`src/rtl/addr_ring_decoder.sv`:
```
// addr_ring_decoder: 4-bit window address to one-hot ring, with load/rotate run FSM (optional RING_ONEHOT_CHECK_EN)
module addr_ring_decoder #(
  parameter int N  = 15,
  parameter int AW = 4
) (
  input  logic          clk,
  input  logic          rst,
  input  logic          load,
  input  logic [AW-1:0] load_addr,
  input  logic          start,
  input  logic [AW-1:0] len,
  input  logic          stall,
  output logic [N-1:0]  ring_out,
  output logic [AW-1:0] addr_out,
  output logic          busy,
  output logic          done,
  output logic          wrap,
  output logic          load_err,
  output logic          onehot_err
);
  typedef enum logic [1:0] {IDLE, RUN, DONE} state_t;
  localparam logic [AW-1:0] LAST = AW'(N - 1);
  state_t state, state_nx;
  logic [AW-1:0] cnt;
  logic bad_load, load_ok, go, step, ring_bad;
  function automatic logic [N-1:0] decode(input logic [AW-1:0] a);
    return (a == '0) ? N'(1) << (N - 1) : N'(1) << (a - 1'b1);
  endfunction
`ifdef RING_ONEHOT_CHECK_EN
  assign ring_bad = !$onehot(ring_out);
  // Sticky corruption flag, cleared only by reset
  always_ff @(posedge clk or posedge rst)
    if (rst) onehot_err <= 1'b0;
    else if (ring_bad) onehot_err <= 1'b1;
`else
  assign ring_bad   = 1'b0;
  assign onehot_err = 1'b0;
`endif
  assign bad_load = load && load_addr > LAST;
  assign load_ok  = state == IDLE && load && !bad_load;
  assign go       = state == IDLE && start && !bad_load;
  assign step     = state == RUN && !stall;
  // Next-state: an invalid load drops a same-cycle start; a corrupt ring forces IDLE
  always_comb begin
    state_nx = state;
    if (ring_bad) state_nx = IDLE;
    else if (state == IDLE) state_nx = go ? (len == '0 ? DONE : RUN) : IDLE;
    else if (state == RUN) state_nx = (step && cnt == AW'(1)) ? DONE : RUN;
    else state_nx = IDLE;
  end
  // Ring, address, step count and registered status pulses
  always_ff @(posedge clk or posedge rst)
    if (rst) begin
      state    <= IDLE;
      ring_out <= N'(1) << (N - 1);
      addr_out <= '0;
      cnt      <= '0;
      busy     <= 1'b0;
      done     <= 1'b0;
      wrap     <= 1'b0;
      load_err <= 1'b0;
    end else begin
      state    <= state_nx;
      busy     <= state_nx == RUN;
      done     <= state_nx == DONE && !ring_bad;
      wrap     <= step && !ring_bad && addr_out == LAST;
      load_err <= state == IDLE && bad_load && !ring_bad;
      if (ring_bad) begin
        ring_out <= decode('0);
        addr_out <= '0;
        cnt      <= '0;
      end else if (load_ok || step) begin
        ring_out <= load_ok ? decode(load_addr) : {ring_out[N-2:0], ring_out[N-1]};
        addr_out <= load_ok ? load_addr : (addr_out == LAST ? '0 : addr_out + 1'b1);
      end
      if (!ring_bad && go) cnt <= len;
      else if (!ring_bad && step) cnt <= cnt - 1'b1;
    end
endmodule

```
`config.mk`:
```
export PLATFORM = sky130hd
export DESIGN_NAME = addr_ring_decoder
export DESIGN_NICKNAME = d
export VERILOG_FILES = /design/src/rtl/addr_ring_decoder.sv
export SDC_FILE = /design/constraint.sdc
export NUM_CORES = 1
export LEC_CHECK = 0
export BUFFER_PORTS_ARGS = -buffer_cell sky130_fd_sc_hd__buf_2
export CAP_MARGIN = 40
export CORE_MARGIN = 2
export CORE_UTILIZATION = 40
export CTS_BUF_LIST = sky130_fd_sc_hd__clkbuf_8
export DETAILED_ROUTE_END_ITERATION = 10
export PLACE_DENSITY_LB_ADDON = 0.05
export SETUP_SLACK_MARGIN = 0.3
export SYNTH_ARGS = -nofsm -noshare
export SYNTH_HDL_FRONTEND = slang
export SYNTH_SLANG_ARGS = --single-unit
```
`constraint.sdc`:
```
create_clock -name clk -period 1.7 [get_ports clk]
set_clock_uncertainty 0.15 [all_clocks]
set_input_delay 0.17 -clock clk [delete_from_list [all_inputs] [get_ports clk]]
set_output_delay 0.17 -clock clk [all_outputs]
set_load 0.02 [all_outputs]
```
* Word-level counts from Yosys, hierarchy flattened
Cells that the tools add are included.
** Word-level totals
- Register bits :: 29
- Word-level logic and storage cells :: 45
- Input port bits :: 13
- Output and inout bits :: 24
** Operators by class
- Order comparisons :: 1
- Equal/unequal tests :: 5
- Shift operators :: 1
- Reductions and logical operators :: 16
- Add/subtract/negate cells :: 3
- Multiplexer cells :: 11
** Operators with widths (count)
- 15-bit 2-to-1 mux :: 2
- 4-bit 2-to-1 mux :: 4
- 1-bit by 4-bit left shift with 15-bit output (first input constant) :: 1
- 2-bit 2-to-1 mux :: 5
- 1-bit logical AND :: 9
- 4-bit logical NOT :: 2
- 4-bit by 1-bit subtractor with 4-bit output (second input constant) :: 2
- 4-bit by 1-bit adder with 4-bit output (second input constant) :: 1
- 2-bit by 1-bit equality test with 1-bit output (second input constant) :: 2
- 4-bit by 1-bit equality test with 1-bit output (second input constant) :: 1
- 4-bit equality test (second input constant) :: 1
- 4-bit greater-than comparator (second input constant) :: 1
- 2-bit equality test (second input constant) :: 1
- 1-bit logical NOT :: 2
- 2-bit logical NOT :: 1
- 2-bit nonzero test :: 1
- 1-bit logical OR :: 1

* Depth between registers and ports, before layout
Gate-level depths: netlist of the first run.
- Depth after elaboration :: 7
- Depth in mapped cells :: 6

* Worst setup path after synthesis of the first run
No wires, ideal clock.
- Kind :: reg2reg
- Start point :: register state[1]
- End point :: register addr_out[3]
- Setup time :: 0.082 ns
- Cell stages (with the launch flop) :: 5
- Slack :: -0.106 ns
- Arrival :: 1.575 ns
- Clock period less this slack :: 1.806 ns
- Cells stage by stage :: dfrtp_1 > or3b_1 > buf_2 > or4b_1 > a31oi_1
** On the way
- Longest elaborated chain between the ends :: 4
** Ends and longest elaborated chain
- start, declared :: line 23 : state_t state, state_nx;
- start signal, assigned :: line 63 : state <= state_nx;
- 2-bit logical NOT :: line 40 : assign load_ok = state == IDLE && load && !bad_load;
- 1-bit logical AND (2 in series) :: line 40
- 4-bit 2-to-1 mux / 1-bit logical OR (equally long branches) :: line 74, 72
- end signal, assigned :: line 74 : addr_out <= load_ok ? load_addr : (addr_out == LAST ? '0 : addr_out + 1'b1);
- end, declared :: line 14 : output logic [AW-1:0] addr_out,
Parallel ways exist; a longest one is shown, timed or not.
A chain may end at the register's enable or synchronous reset.

* Worst setup path in the final report of the first run
Same ends and word-level chain as after synthesis.

==> impl_metrics.json, run 1 <==
{
  "outcome": "finished with violations",
  "violations": "negative setup slack",
  "drt-total-wl_um": 4667,
  "htreeDepth": 2,
  "diodes": 0,
  "critPathArrivalTime_ns": 1.81,
  "synth-async-reset-ratio": 1.000,
  "syn_to_final_growth_pct": 60.60,
  "holdCritPathClass": "in2reg",
  "crit_fanout": 5,
  "end_kind": "register",
  "clockBufferDepth": 2,
  "vdd_drop_max_mv": 0.8403,
  "yosysTopAreaCell": "dfrtp_1",
  "num_io_pins": 37,
  "synth-main-ff-cell": "dfrtp_1",
  "cts-root-buf": "clkbuf_8",
  "critPathKind": "reg2reg",
  "ys_ff_latch": 29,
  "hpwl_um": 2806,
  "dieArea_um2": 4286,
  "antenna_found_initial": 0,
  "fin_crit_sh": 1.029,
  "worst_slack_ns": -0.04883,
  "cts_buffers": 5,
  "highest_layer": "met4",
  "synth.top_cells.by_area": "dfrtp_1 (46%), nand2_1 (5.0%), a21oi_1 (4.6%), nor2_1 (4.5%), o21ai_0 (4.0%)",
  "cts.sinks": 29,
  "drv_slew": 0,
  "syn_avg_cell_area_um2": 8.997,
  "hold_viol_final": 0,
  "startpoint_type": "register",
  "grt_pass1_vias": 1528,
  "syn_area_um2": 1511,
  "p_leak_nw": 1.070,
  "critPathRequiredTime_ns": 1.76,
  "numPortBuffers": 35,
  "die_h_um": 65.47,
  "drive_above_1_share": 0.5401,
  "grt_first_pass_wirelength_um": 7224,
  "core_um2": 3633,
  "synth_edf_count": 0,
  "grt_usage": 0.2265,
  "tritoncts": "built",
  "ant_nets": 0,
  "initial_utilization": 0.4160,
  "synth_top_area_frac": 0.4636,
  "overflow": 0,
  "cap_violations": 0,
  "vias": 1561,
  "setup_tns_ns": -0.04883,
  "final_area_um2": 2427,
  "grt_max_degree": 30,
  "route.met2.wl_um": 2440,
  "nets": 252,
  "yosys_warnings": 0,
  "utilization": 0.6680,
  "place.gp.congestion": 0.8252,
  "finalSetupViolCount": 1,
  "syn_inst": 168,
  "holdWs_ns": 0.04132,
  "min_period_ns": 1.749,
  "clkTransAtPathRegs_ns": 0.06,
  "drc": 0,
  "seq_area_frac_synth": 0.4810,
  "m1WireLength_um": 1977,
  "row_count": 22,
  "die_w_um": 65.47,
  "fill_cells": 316,
  "power_density_nw_per_um2": 1869,
  "routedWlPerCell_um": 16.38,
  "rsz0062_at_grt": "true",
  "drt-pass1-iter-count": 4,
  "clkLatencyLatePin_ns": 0.29,
  "avgViaCountPerCell": 5.477,
  "wl_met3_um": 172,
  "place_area_um2": 1861,
  "synth_cell_type_count": 43,
  "drt_first_iter_violations": 96,
  "fmax_ghz": 0.5718,
  "syn_nets": 183
}
-- stage by stage --
step	instances	worst slack, ns	power [mW]
after floorplan	168	-0.05165	2.477
after global placement	260	0.004945	3.031
after detailed placement	260	-0.02654	3.078
after CTS	280	0.002449	3.978
after global routing	285	-0.06322	4.834
final	285	-0.04883	4.537
-- cell usage in the layout, fill, tap and decap left out, types with 3 or more instances in the layout --
cell / synthesis / final
a21oi_1: 14 / 4
a21oi_2: 0 / 10
a31oi_1: 5 / 4
buf_2: 3 / 35
buf_4: 1 / 18
buf_6: 0 / 13
clkbuf_8: 0 / 6
dfrtp_1: 28 / 27
dlygate4sd3_1: 0 / 4
inv_1: 7 / 7
nand2_1: 20 / 17
nand2_2: 0 / 3
nand4_1: 3 / 3
nor2_1: 18 / 7
nor2_2: 1 / 5
nor2_4: 0 / 7
nor2b_1: 4 / 3
o21ai_1: 1 / 7
o21ai_2: 0 / 3
o21ai_4: 1 / 3
-- synthesized netlist by cell type (2+ instances only) --
library cell and count:
nor2b_1 4, and3_1 2, nand2_1 20, nand2b_1 2, a21oi_1 14, o211ai_1 2
dfrtp_1 28, o32ai_1 2, clkbuf_1 6, nand3_1 2, inv_1 7, nor2_1 18
nor3b_1 3, a31oi_1 5, ha_1 2, a32oi_1 2, nand3b_1 2, a22o_1 2
nand4_1 3, o22ai_1 2, o21ai_0 12, or3b_1 2, buf_2 3, nor3_1 3
a31o_2 2
-- sequential cells by signal (all words and copies together), names as in the netlist --
register  cells
addr_out      4
busy          1
cnt           4
done          1
load_err      1
ring_out     15
state         2
wrap          1
-- final timing paths --
path                              start           end  slack, ns  depth (start not counted)
setup / recovery               state[1]   addr_out[3]      -0.05                          3
hold / removal                   len[0]        cnt[0]       0.04                          3
setup reg to reg               state[1]   addr_out[3]      -0.05                          3
hold reg to reg            ring_out[14]  ring_out[14]       0.36                          2
max in group asynchronous           rst  ring_out[14]       0.74                          4
min in group asynchronous           rst  ring_out[12]       0.34                          4
-- what timing repair did --
action                                  4_1_cts  5_1_grt
gates cloned                                  1        1
buffers inserted                              8        4
gates resized for setup                      27       51
endpoints found under the setup margin       27       28
hold buffers                                  4        0
hold endpoints to repair                     31        0
pin swaps                                     6        5
-- worst max-delay path, cell delays in order, from the launching register on --
cell and delay (ns):
dfrtp_2 0.45, or3b_4 0.42, or4b_1 0.49, a31oi_1 0.17
-- where the power goes --
| part | leakage, nW | internal [mW] | switching (mW) | total (mW) |
|---|---|---|---|---|
| Combinational | 0.670 | 1.24 | 1.36 | 2.59 |
| Clock | 0.0485 | 0.314 | 0.261 | 0.576 |
| Sequential | 0.352 | 1.01 | 0.352 | 1.37 |
-- cells by family (layout without fill, tap and decap cells) --
logic type,count (synthesis),in the layout,synth area share
simple gates,68,68,0.2318
fa+ha+maj,2,2,0.01655
other cells,1,1,0.002481
buf+inv,17,86,0.04719
compound gates,50,50,0.2144
mux,1,1,0.006623
flops,29,29,0.4810
-- per-layer routing --
metal  vias up  global-route usage
met3         7             0.05822
met5         -                   0
met4         0              0.1042
li1        741                   -
met2        35              0.3814
met1       778              0.2705
-- cell type report --
class	count	area, µm²	share of cell area
Clock buffer	6	82.58	0.03402
Clock inverter	1	3.754	0.001546
Inverter	7	26.28	0.01082
Multi-Input combinational cell	122	984.7	0.4057
Sequential cell	29	728.2	0.3000
Tap cell	48	60.06	0.02474
Timing Repair Buffer	72	541.8	0.2232
(Power assumes the default switching activity.)
==> run 2, diff against run 1 <==
--- a/config.mk
+++ b/config.mk
@@ -11,7 +11,7 @@
 export CORE_UTILIZATION = 40
 export CTS_BUF_LIST = sky130_fd_sc_hd__clkbuf_8
 export DETAILED_ROUTE_END_ITERATION = 10
-export PLACE_DENSITY_LB_ADDON = 0.05
+export PLACE_DENSITY = 0.61
 export SETUP_SLACK_MARGIN = 0.3
 export SYNTH_ARGS = -nofsm -noshare
 export SYNTH_HDL_FRONTEND = slang
==> impl_metrics.json, run 2 (same netlist as run 1, synthesis figures left out) <==
{
  "drc": 0,
  "regArea_um2": 728.2,
  "violations": "negative setup slack",
  "final_area_um2": 2479,
  "vdd_drop_max_mv": 0.8626,
  "die_h_um": 65.47,
  "clkLatencyLatePin_ns": 0.29,
  "p_leak_nw": 1.115,
  "tritoncts": "built",
  "dieArea_um2": 4286,
  "diodes": 0,
  "grt_first_pass_wirelength_um": 6879,
  "cts-root-buf": "clkbuf_8",
  "holdCritPathClass": "in2reg",
  "initial_utilization": 0.4160,
  "antenna_found_initial": 0,
  "row_count": 22,
  "end_kind": "register",
  "crit_fanout": 10,
  "grt_max_degree": 30,
  "grt_use_met3": 0.06336,
  "use_met2": 0.3227,
  "avgViaCountPerCell": 5.603,
  "critPathRequiredTime_ns": 1.72,
  "cts.sinks": 29,
  "fill_cells": 277,
  "drive_above_1_share": 0.5455,
  "final_common_cell": "buf_2",
  "outcome": "finished with violations",
  "syn_to_final_growth_pct": 63.99,
  "r2r_setup_slack_ns": -0.003,
  "ant_nets": 0,
  "routedWlPerCell_um": 17.28,
  "fmax_ghz": 0.5873,
  "core_um2": 3633,
  "mostFrequentLayoutCells": "buf_2 (35), dfrtp_1 (27), buf_4 (20)",
  "drt-pass1-iter-count": 4,
  "drt_first_iter_violations": 119,
  "die_w_um": 65.47,
  "clkTransAtPathRegs_ns": 0.06,
  "numPortBuffers": 35,
  "worst_slack_ns": -0.002646,
  "grt_usage": 0.2174,
  "place_area_um2": 1831,
  "top_usage_layer": "met2",
  "grt_use_met1": 0.2887,
  "largest_register_ffs": 15,
  "hpwl_um": 2715,
  "overflow": 0,
  "power_density_nw_per_um2": 1865,
  "utilization": 0.6822,
  "rsz0062_at_grt": "true",
  "grt_pass1_vias": 1465,
  "critPathArrivalTime_ns": 1.73,
  "htreeDepth": 2,
  "critPathKind": "reg2reg",
  "vias": 1625,
  "cap_violations": 0,
  "nets": 257,
  "top_regs": "ring_out: 15 flops, addr_out: 4 flops, cnt: 4 flops",
  "fin_crit_sh": 1.002,
  "cts_buffers": 5,
  "multi_input_area_um2": 1008,
  "drt-total-wl_um": 5010,
  "min_period_ns": 1.703,
  "finalSetupViolCount": 1,
  "clockBufferDepth": 2,
  "num_io_pins": 37,
  "startpoint_type": "register",
  "drv_slew": 0,
  "place.gp.congestion": 0.8405,
  "regMostFlops": "ring_out",
  "hold_viol_final": 0
}
run 2: metrics by stage:
step           power [mW]  setup slack (ns)    TNS, ns  instances  hold slack [ns]
3_5_place_dp        3.065          -0.01575   -0.01841        256           0.1063
3_3_place_gp        3.018           0.01311          0        256           0.1047
4_1_cts             4.040           0.01481          0        281          0.02353
2_1_floorplan       2.477          -0.05165    -0.1019        168          0.09737
6_report            4.622         -0.002646  -0.002646        290          0.03433
5_1_grt             4.885          -0.07526    -0.3529        290          0.05715
run 2: where the power goes:
part / internal [mW] / switching (mW)
clock network: 0.314 / 0.259
logic: 1.26 / 1.42
registers: 1.02 / 0.351
total: 2.59 / 2.03
run 2: worst paths after layout:
kind	from	end	cells after the start
worst max-delay path	state[1]	addr_out[1]	5
worst min register to register	ring_out[0]	ring_out[0]	2
worst max register to register	state[1]	addr_out[1]	5
worst min-delay path	load_addr[0]	addr_out[0]	3
max in group asynchronous	rst	ring_out[14]	4
min in group asynchronous	rst	ring_out[8]	4
run 2: what timing repair did:
action,4_1_cts,5_1_grt
setup endpoints to repair,26,29
buffers inserted,13,8
pin swaps,10,11
cloned,1,1
gates resized for setup,36,48
endpoints found under the hold margin,31,0
hold buffers,4,0
run 2: layer usage:
| layer | vias to the layer above | share of wire | wire length (µm) |
|---|---|---|---|
| met4 | 0 | 0.018 | 88 |
| met2 | 75 | 0.48 | 2427 |
| met3 | 11 | 0.073 | 364 |
| li1 | 748 | - | - |
| met5 | - | 0 | 0 |
| met1 | 791 | 0.43 | 2130 |
run 2: cell type report:
class / count / share of cell area
clock buffer: 6 / 0.03332
clock inverter: 1 / 0.001514
inverter: 7 / 0.01060
multi-input combinational: 123 / 0.4069
sequential: 29 / 0.2938
tap: 48 / 0.02423
timing repair buffer: 76 / 0.2297
run 2: worst max-delay path, stage by stage, from the launching register on:
cell and delay, ns:
dfrtp_1 0.42, or3b_4 0.42, buf_8 0.16, o21ai_4 0.08, nand2_1 0.07, a221o_1 0.29
